[config.mk]
export PLATFORM = sky130hd
export DESIGN_NAME = imm_decode_ctrl
export DESIGN_NICKNAME = d
export VERILOG_FILES = /design/src/rtl/imm_decode_ctrl.sv
export SDC_FILE = /design/constraint.sdc
export NUM_CORES = 1
export LEC_CHECK = 0
export CAP_MARGIN = 20
export CORE_UTILIZATION = 43
export CTS_CLUSTER_SIZE = 24
export DETAILED_ROUTE_END_ITERATION = 12
export PLACE_DENSITY = 0.82
export SLEW_MARGIN = 40
export SYNTH_ARGS = -nofsm -noshare
export SYNTH_HDL_FRONTEND = slang
export SYNTH_SLANG_ARGS = --single-unit
[constraint.sdc]
create_clock -name clk -period 5.2 [get_ports clk]
set_clock_uncertainty 0.1 [all_clocks]
set_input_delay 0.78 -clock clk [delete_from_list [all_inputs] [get_ports clk]]
set_output_delay 0.78 -clock clk [all_outputs]
set_load 0.05 [all_outputs]
[src/rtl/imm_decode_ctrl.sv]
// rtl/imm_decode_ctrl.sv - immediate decoder feeding a DEPTH-entry decoded-instruction FIFO

// Sign source is inmeIn[14] for every width; downstream logic depends on this quirk.
module Extender (
    input  logic [27:0] inmeIn,
    input  logic [1:0]  Sel,
    output logic [31:0] inmeOut
);
    always_comb begin
        inmeOut = 32'h0;
        case (Sel)
            2'b00:   inmeOut = {{17{inmeIn[14]}}, inmeIn[14:0]};
            2'b01:   inmeOut = {{13{inmeIn[14]}}, inmeIn[18:0]};
            2'b10:   inmeOut = {{9{inmeIn[14]}},  inmeIn[22:0]};
            default: inmeOut = {{4{inmeIn[14]}},  inmeIn[27:0]};
        endcase
    end
endmodule

module imm_decode_ctrl #(
    parameter int DEPTH = 2
) (
    input  logic        clk,
    input  logic        rst,
    input  logic [31:0] in_instr,
    input  logic        in_valid,
    output logic        in_ready,
    output logic        out_valid,
    input  logic        out_ready,
    output logic [31:0] out_instr,
    output logic [1:0]  out_sel,
    output logic [31:0] out_imm,
    input  logic        flush,
    output logic        illegal,
    output logic [7:0]  illegal_cnt
);
    localparam int PW = $clog2(DEPTH);
    localparam int CW = PW + 1;

    typedef enum logic {
        OCC_EMPTY,
        OCC_NONEMPTY
    } occ_t;

    logic [PW-1:0] wr_ptr;
    logic [PW-1:0] rd_ptr;
    logic [CW-1:0] count;
    occ_t          occ;

    logic [31:0] instr_mem [DEPTH];
    logic [1:0]  sel_mem   [DEPTH];
    logic [31:0] imm_mem   [DEPTH];

    logic [3:0]  opcode;
    logic [1:0]  dec_sel;
    logic        dec_illegal;
    logic [31:0] ext_imm;
    logic        accept;
    logic        push;
    logic        pop;

    assign opcode = in_instr[31:28];

    always_comb begin
        dec_sel     = opcode[3:2];
        dec_illegal = (opcode == 4'hF);
    end

    Extender u_extender (
        .inmeIn  (in_instr[27:0]),
        .Sel     (dec_sel),
        .inmeOut (ext_imm)
    );

    // Occupancy is the only control state; it is derived purely from count.
    always_comb begin
        occ = (count == '0) ? OCC_EMPTY : OCC_NONEMPTY;
    end

    assign in_ready  = (count < CW'(DEPTH)) && !flush;
    assign out_valid = (occ == OCC_NONEMPTY);
    assign accept    = in_valid && in_ready;
    assign push      = accept && !dec_illegal;
    assign pop       = out_valid && out_ready;

    assign out_instr = instr_mem[rd_ptr];
    assign out_sel   = sel_mem[rd_ptr];
    assign out_imm   = imm_mem[rd_ptr];

    always_ff @(posedge clk) begin
        if (rst) begin
            wr_ptr      <= '0;
            rd_ptr      <= '0;
            count       <= '0;
            illegal     <= 1'b0;
            illegal_cnt <= 8'h00;
        end else if (flush) begin
            wr_ptr  <= '0;
            rd_ptr  <= '0;
            count   <= '0;
            illegal <= 1'b0;
        end else begin
            if (push) begin
                wr_ptr <= wr_ptr + PW'(1);
            end
            if (pop) begin
                rd_ptr <= rd_ptr + PW'(1);
            end
            case ({push, pop})
                2'b10:   count <= count + CW'(1);
                2'b01:   count <= count - CW'(1);
                default: count <= count;
            endcase
            illegal <= accept && dec_illegal;
            if (accept && dec_illegal && (illegal_cnt != 8'hFF)) begin
                illegal_cnt <= illegal_cnt + 8'h01;
            end
        end
    end

    // Storage is unreset; out_valid qualifies everything read from it.
    always_ff @(posedge clk) begin
        if (push && !rst) begin
            instr_mem[wr_ptr] <= in_instr;
            sel_mem[wr_ptr]   <= dec_sel;
            imm_mem[wr_ptr]   <= ext_imm;
        end
    end
endmodule

; Word level (Yosys, flattened, before mapping)
; Memories as Yosys holds them, arrays and structs flattened. A register that Yosys moved wholly into a read port is not among the register bits.
; Index checks and enable logic that the tools add are counted.
[word_totals]
regBits = 13
mem_bits_rw = 132
input_bits = 37
out_inout_bits = 77
elab_cells = 47
mem_count = 3
[op_classes]
add_sub_neg = 5
n_lt_le_gt_ge = 1
n_eq_ne = 6
muxes = 11
n_bitwise = 1
reduce_logical = 15
[memory_table]
columns = memory, words, width, rd, rd_clocked_by_memory_dff, write_ports, line_no
row1 = imm_mem, 2, 32, 1, 1, 1, 52  ; logic [31:0] imm_mem [DEPTH];
row2 = instr_mem, 2, 32, 1, 1, 1, 50  ; logic [31:0] instr_mem [DEPTH];
row3 = sel_mem, 2, 2, 1, 1, 1, 51  ; logic [1:0] sel_mem [DEPTH];
[op_table]
columns = cell, n
row1 = $pmux 28 s3, 1
row2 = $mux 1, 9
row3 = $add 8x1->8 const B, 1
row4 = $ne 8x8->1 const B, 1
row5 = $logic_and 1x1->1, 7
row6 = $eq 2x1->1 const B, 2
row7 = $eq 2x2->1 const B, 2
row8 = $eq 4x4->1 const B, 1
row9 = $logic_not 2->1, 2
row10 = $pmux 2 s2, 1
row11 = $logic_not 1->1, 3
row12 = $add 1x1->1 const B, 2
row13 = $add 2x1->2 const B, 1
row14 = $lt 2x2->1 const B, 1
row15 = $reduce_and 2->1, 1
row16 = $reduce_bool 2->1, 1
row17 = $reduce_or 2->1, 1
row18 = $sub 2x1->2 const B, 1
row19 = $not 1->1, 1

; Logic depth before layout (Yosys ltp)
[logic_depth]
ltp_word = 7
depth_mapped = 9
depth_no_buf = 7

; Cells and area by module
; A second synthesis with hierarchy kept.
[unflattened]
hier_cells = 316
hier_area_um2 = 5581.6
[by_module_without_submodules]
columns = mod, instances, cells_each, area_each_um2, seq_area_each_um2
row1 = imm_decode_ctrl, 1, 271, 5288.8, 4124.0
row2 = Extender, 1, 45, 292.8, 0.0

; Least setup slack after synthesis
; No wires, ideal clock.
[synth_path]
kind = input -> register
startpoint = input port in_instr[31]
endpoint = memory imm_mem[1][0] (enable)
setup_time_ps = 513
t_arrival_ps = 4770
required_time_ps = 4587
slack_ps = -183
cell_stages = 5
path_buffers = 2
cell_sequence = buf_4 and4_1 buf_4 nand2b_1 nor3b_1
[synth_between]
elab_chain_cells = 6
[synth_rtl]
columns = item, line_no
row1 = start: declaration, 25  ; input logic [31:0] in_instr,
row2 = $eq 4x4->1, 66  ; dec_illegal = (opcode == 4'hF);
row3 = $logic_not 1->1, 83  ; assign push = accept && !dec_illegal;
row4 = $logic_and 1x1->1, 83
row5 = $logic_and 1x1->1, 123  ; if (push && !rst) begin
row6 = $mux 1, 123
row7 = $mux 1 (not written as such), 126  ; imm_mem[wr_ptr] <= ext_imm;
row8 = end: declaration, 52
; No other way between the ends.

; Worst setup path in the final report
[layout_path]
startpoint = input port flush
endpoint = output port in_ready
[layout_between]
elab_chain_cells = 2
[layout_rtl]
columns = item, line_no
row1 = start: declaration, 33  ; input logic flush,
row2 = $logic_not 1->1, 80  ; assign in_ready = (count < CW'(DEPTH)) && !flush;
row3 = $logic_and 1x1->1, 80
row4 = end: declaration, 27  ; output logic in_ready,
; No other way between the ends.

==> results.toml <==
[run_status]
status = "finished, final reports clean"

[die]
core.rowCount = 35
core_area_sq_mm = 0.009371
fp.dieW_microns = 101.1
io_pins = 114
die_area_sq_mm = 0.01022
die_h_microns = 101.1
start_util = 0.4503

[synthesis]
avgSynthCellArea_sq_um = 16.05
synth_warnings = 0
ys_async_sr_fraction = 0
synth_top_area_frac = 0.6404
synth_seq_cells = 104
ys_types = 36
synth.net_count = 302
synth_area_leader_cell = "edfxtp_1"
synthTopCellsByArea = "edfxtp_1, mux2_2, dfxtp_1"
synthCells = 263
syn-cell-area_sq_mm = 0.004220
synth_common_cells = "edfxtp_1, mux2_2, buf_4, nand2_1, dfxtp_1"
synth_flop_cell = "edfxtp_1"
synth_edf_count = 90
synth.most_common_cell = "edfxtp_1"
seq_area_frac_synth = 0.7068

[routing]
wl_met1_microns = 3258
wl_met3_microns = 477
wirelength_microns = 7831
vias = 2459
drt_iter0_drc = 85
drtAntennaViolNets = 0
wl_met2_microns = 3976
first_pass_iters = 4
top_layer = "met4"
via_per_inst = 4.998
drcViolationCount = 0
avgRoutedWirePerCell_microns = 15.92

[clock_tree]
cts_made_buffers = 9
htreeDepth = 3
ctsResizeCount = 0
path_clk_slew_ps = 90
cts_setup_buffers = 0
root_buffer = "clkbuf_8"
ctsHoldBuffers = 0
clock_sinks = 104
clock_latency_ps = 350
cts_tree = "built"
clockBufferDepth = 2

[critical_path]
critPathKind = "primary input to output pin"
rrSetupSlack_ps = 3260
critPathRequiredTime_ps = 4320
critPathArrivalTime_ps = 2370
cp-end-kind = "output pin"
worstReg2RegStart = "count[1]"
cp_max_fo = 10
reg2regPathDepth = 4
crit_slowest_cell = "clkdlybuf4s50_1"
startpoint_type = "primary input"
startpoint = "flush"
critPathMostFrequentCell = "clkdlybuf4s50_1"
cpPeakStageDelay_ps = 820
path_cells = "clkdlybuf4s50_1 > nor2_1 > clkdlybuf4s50_1"
r2r_end = "imm_mem[1][16]"

[run]
cap_violations = 0

[worst_hold_path]
hold_depth = 2
hp-class = "flip-flop to flip-flop"
hold_end = "illegal_cnt[4]"
worstHoldStart = "illegal_cnt[4]"

[placed_design]
dp.cells = 477
gp_congestion = 0.7470
numPortBuffers = 113
hpwlAfterDp_microns = 5244
dp_worst_setup_slack_ps = 1980

[sta]
fin_crit_sh = 0.6243
final_hold_viol_count = 0
setup_tns_ps = 0
slew_violations = 0
timing.fmax_mhz = 308.0
fin_ws_ps = 1954
grt_setup_unrepaired = "false"
max-slew-margin-rel = 0.5040
setup_violations = 0
min_period_ps = 3246
worst_pin_slew_ps = 737.4

[global_routing]
overflow = 0
grt_usage = 0.1604
antenna_found_initial = 0
grt_max_degree = 46
grt_first_pass_wirelength_microns = 12170
grt_pass1_vias = 2468

[power]
ir_worst_vdd_v = 0.0001460
powerDensity_mw_per_mm2 = 302.9
p_leak_nw = 1.877

[cells_and_area]
final_net_count = 398
antenna_cells = 0
stdcell_count = 492
final_core_util = 0.5957
drive_gt1_frac = 0.2121
syn_to_final_growth_pct = 32.29
num-fill-cells = 775
## cell families (layout without fill, tap and decap cells)
| kind of cell | Yosys count | count (layout) | share of synthesized area |
|---|---|---|---|
| AO/OA/AOI/OAI | 17 | 17 | 0.02817 |
| flip-flops | 104 | 104 | 0.7068 |
| AND/OR/NAND/NOR | 51 | 51 | 0.06315 |
| multiplexers | 48 | 48 | 0.1275 |
| adder cells (fa/ha/maj) | 2 | 2 | 0.005928 |
| buffers and inverters | 33 | 133 | 0.05188 |
| XOR/XNOR | 8 | 8 | 0.01660 |
## worst max-delay path: cells and delay by family
kind | cells | cell delay, ps
buffers and inverters | 2 | 1420
and+or+nand+nor | 1 | 170
## cell usage in the layout (no fill, tap or decap), drive strengths merged, types with 2 or more instances in the layout
| cell type | n |
|---|---|
| mux2 | 46 |
| o2111ai | 2 |
| clkbuf | 10 |
| nor3 | 7 |
| edfxtp | 90 |
| dfxtp | 14 |
| nand3 | 3 |
| nand2 | 17 |
| xor2 | 5 |
| nand2b | 2 |
| a31o | 5 |
| bufinv | 3 |
| ha | 2 |
| and2 | 2 |
| o21ai | 5 |
| mux2i | 2 |
| nor2 | 9 |
| nor3b | 2 |
| nand4 | 2 |
| buf | 5 |
| clkdlybuf4s50 | 113 |
| xnor2 | 3 |
| a21oi | 2 |
## report_power, final
group | total, mW | switching (mW) | leakage, nW | internal (mW)
Combinational | 0.187 | 0.113 | 0.829 | 0.0744
Sequential | 0.927 | 0.00570 | 0.932 | 0.922
Clock | 0.577 | 0.258 | 0.117 | 0.318
Total | 1.69 | 0.377 | 1.88 | 1.31
## worst max-delay path by stage
stage | to | slack [ps] | depth (start not counted)
2_1_floorplan | imm_mem[0][0] | 70 | 5
3_3_place_gp | in_ready | 1970 | 3
3_5_place_dp | in_ready | 1980 | 3
4_1_cts | in_ready | 1960 | 3
5_1_grt | in_ready | 1830 | 3
6_report | in_ready | 1950 | 3
## flip-flops by register name, indices dropped and copies added (netlist names), named ones only
| register | flops |
|---|---|
| instr_mem | 30 |
| imm_mem | 56 |
| count | 2 |
| illegal | 1 |
| sel_mem | 4 |
| wr_ptr | 1 |
| illegal_cnt | 8 |
| rd_ptr | 1 |
## routing by layer
layer | up-vias | track usage
met5 | - | 0
met4 | 0 | 0.07135
met3 | 13 | 0.04438
met2 | 90 | 0.2690
met1 | 1199 | 0.1928
li1 | 1157 | -
## stage by stage
| step | cell area (sq um) | hold WS, ps | power [mW] |
|---|---|---|---|
| 3_5_place_dp | 5351 | 406.7 | 1.135 |
| 2_1_floorplan | 4225 | 420.2 | 1.065 |
| 5_1_grt | 5583 | 440.7 | 1.748 |
| 6_report | 5583 | 424.4 | 1.691 |
| 4_1_cts | 5583 | 424.2 | 1.708 |
| 3_3_place_gp | 5349 | 389.2 | 1.130 |
## layout make-up
type / instances / area (sq um) / area share
multi-input combinational: 126 / 1035 / 0.1853
tap: 129 / 161.4 / 0.02891
sequential: 104 / 2987 / 0.5350
clock inverter: 5 / 103.9 / 0.01860
clock buffer: 10 / 127.6 / 0.02286
timing repair buffer: 118 / 1169 / 0.2093
Power figures use the tool's default switching activity.
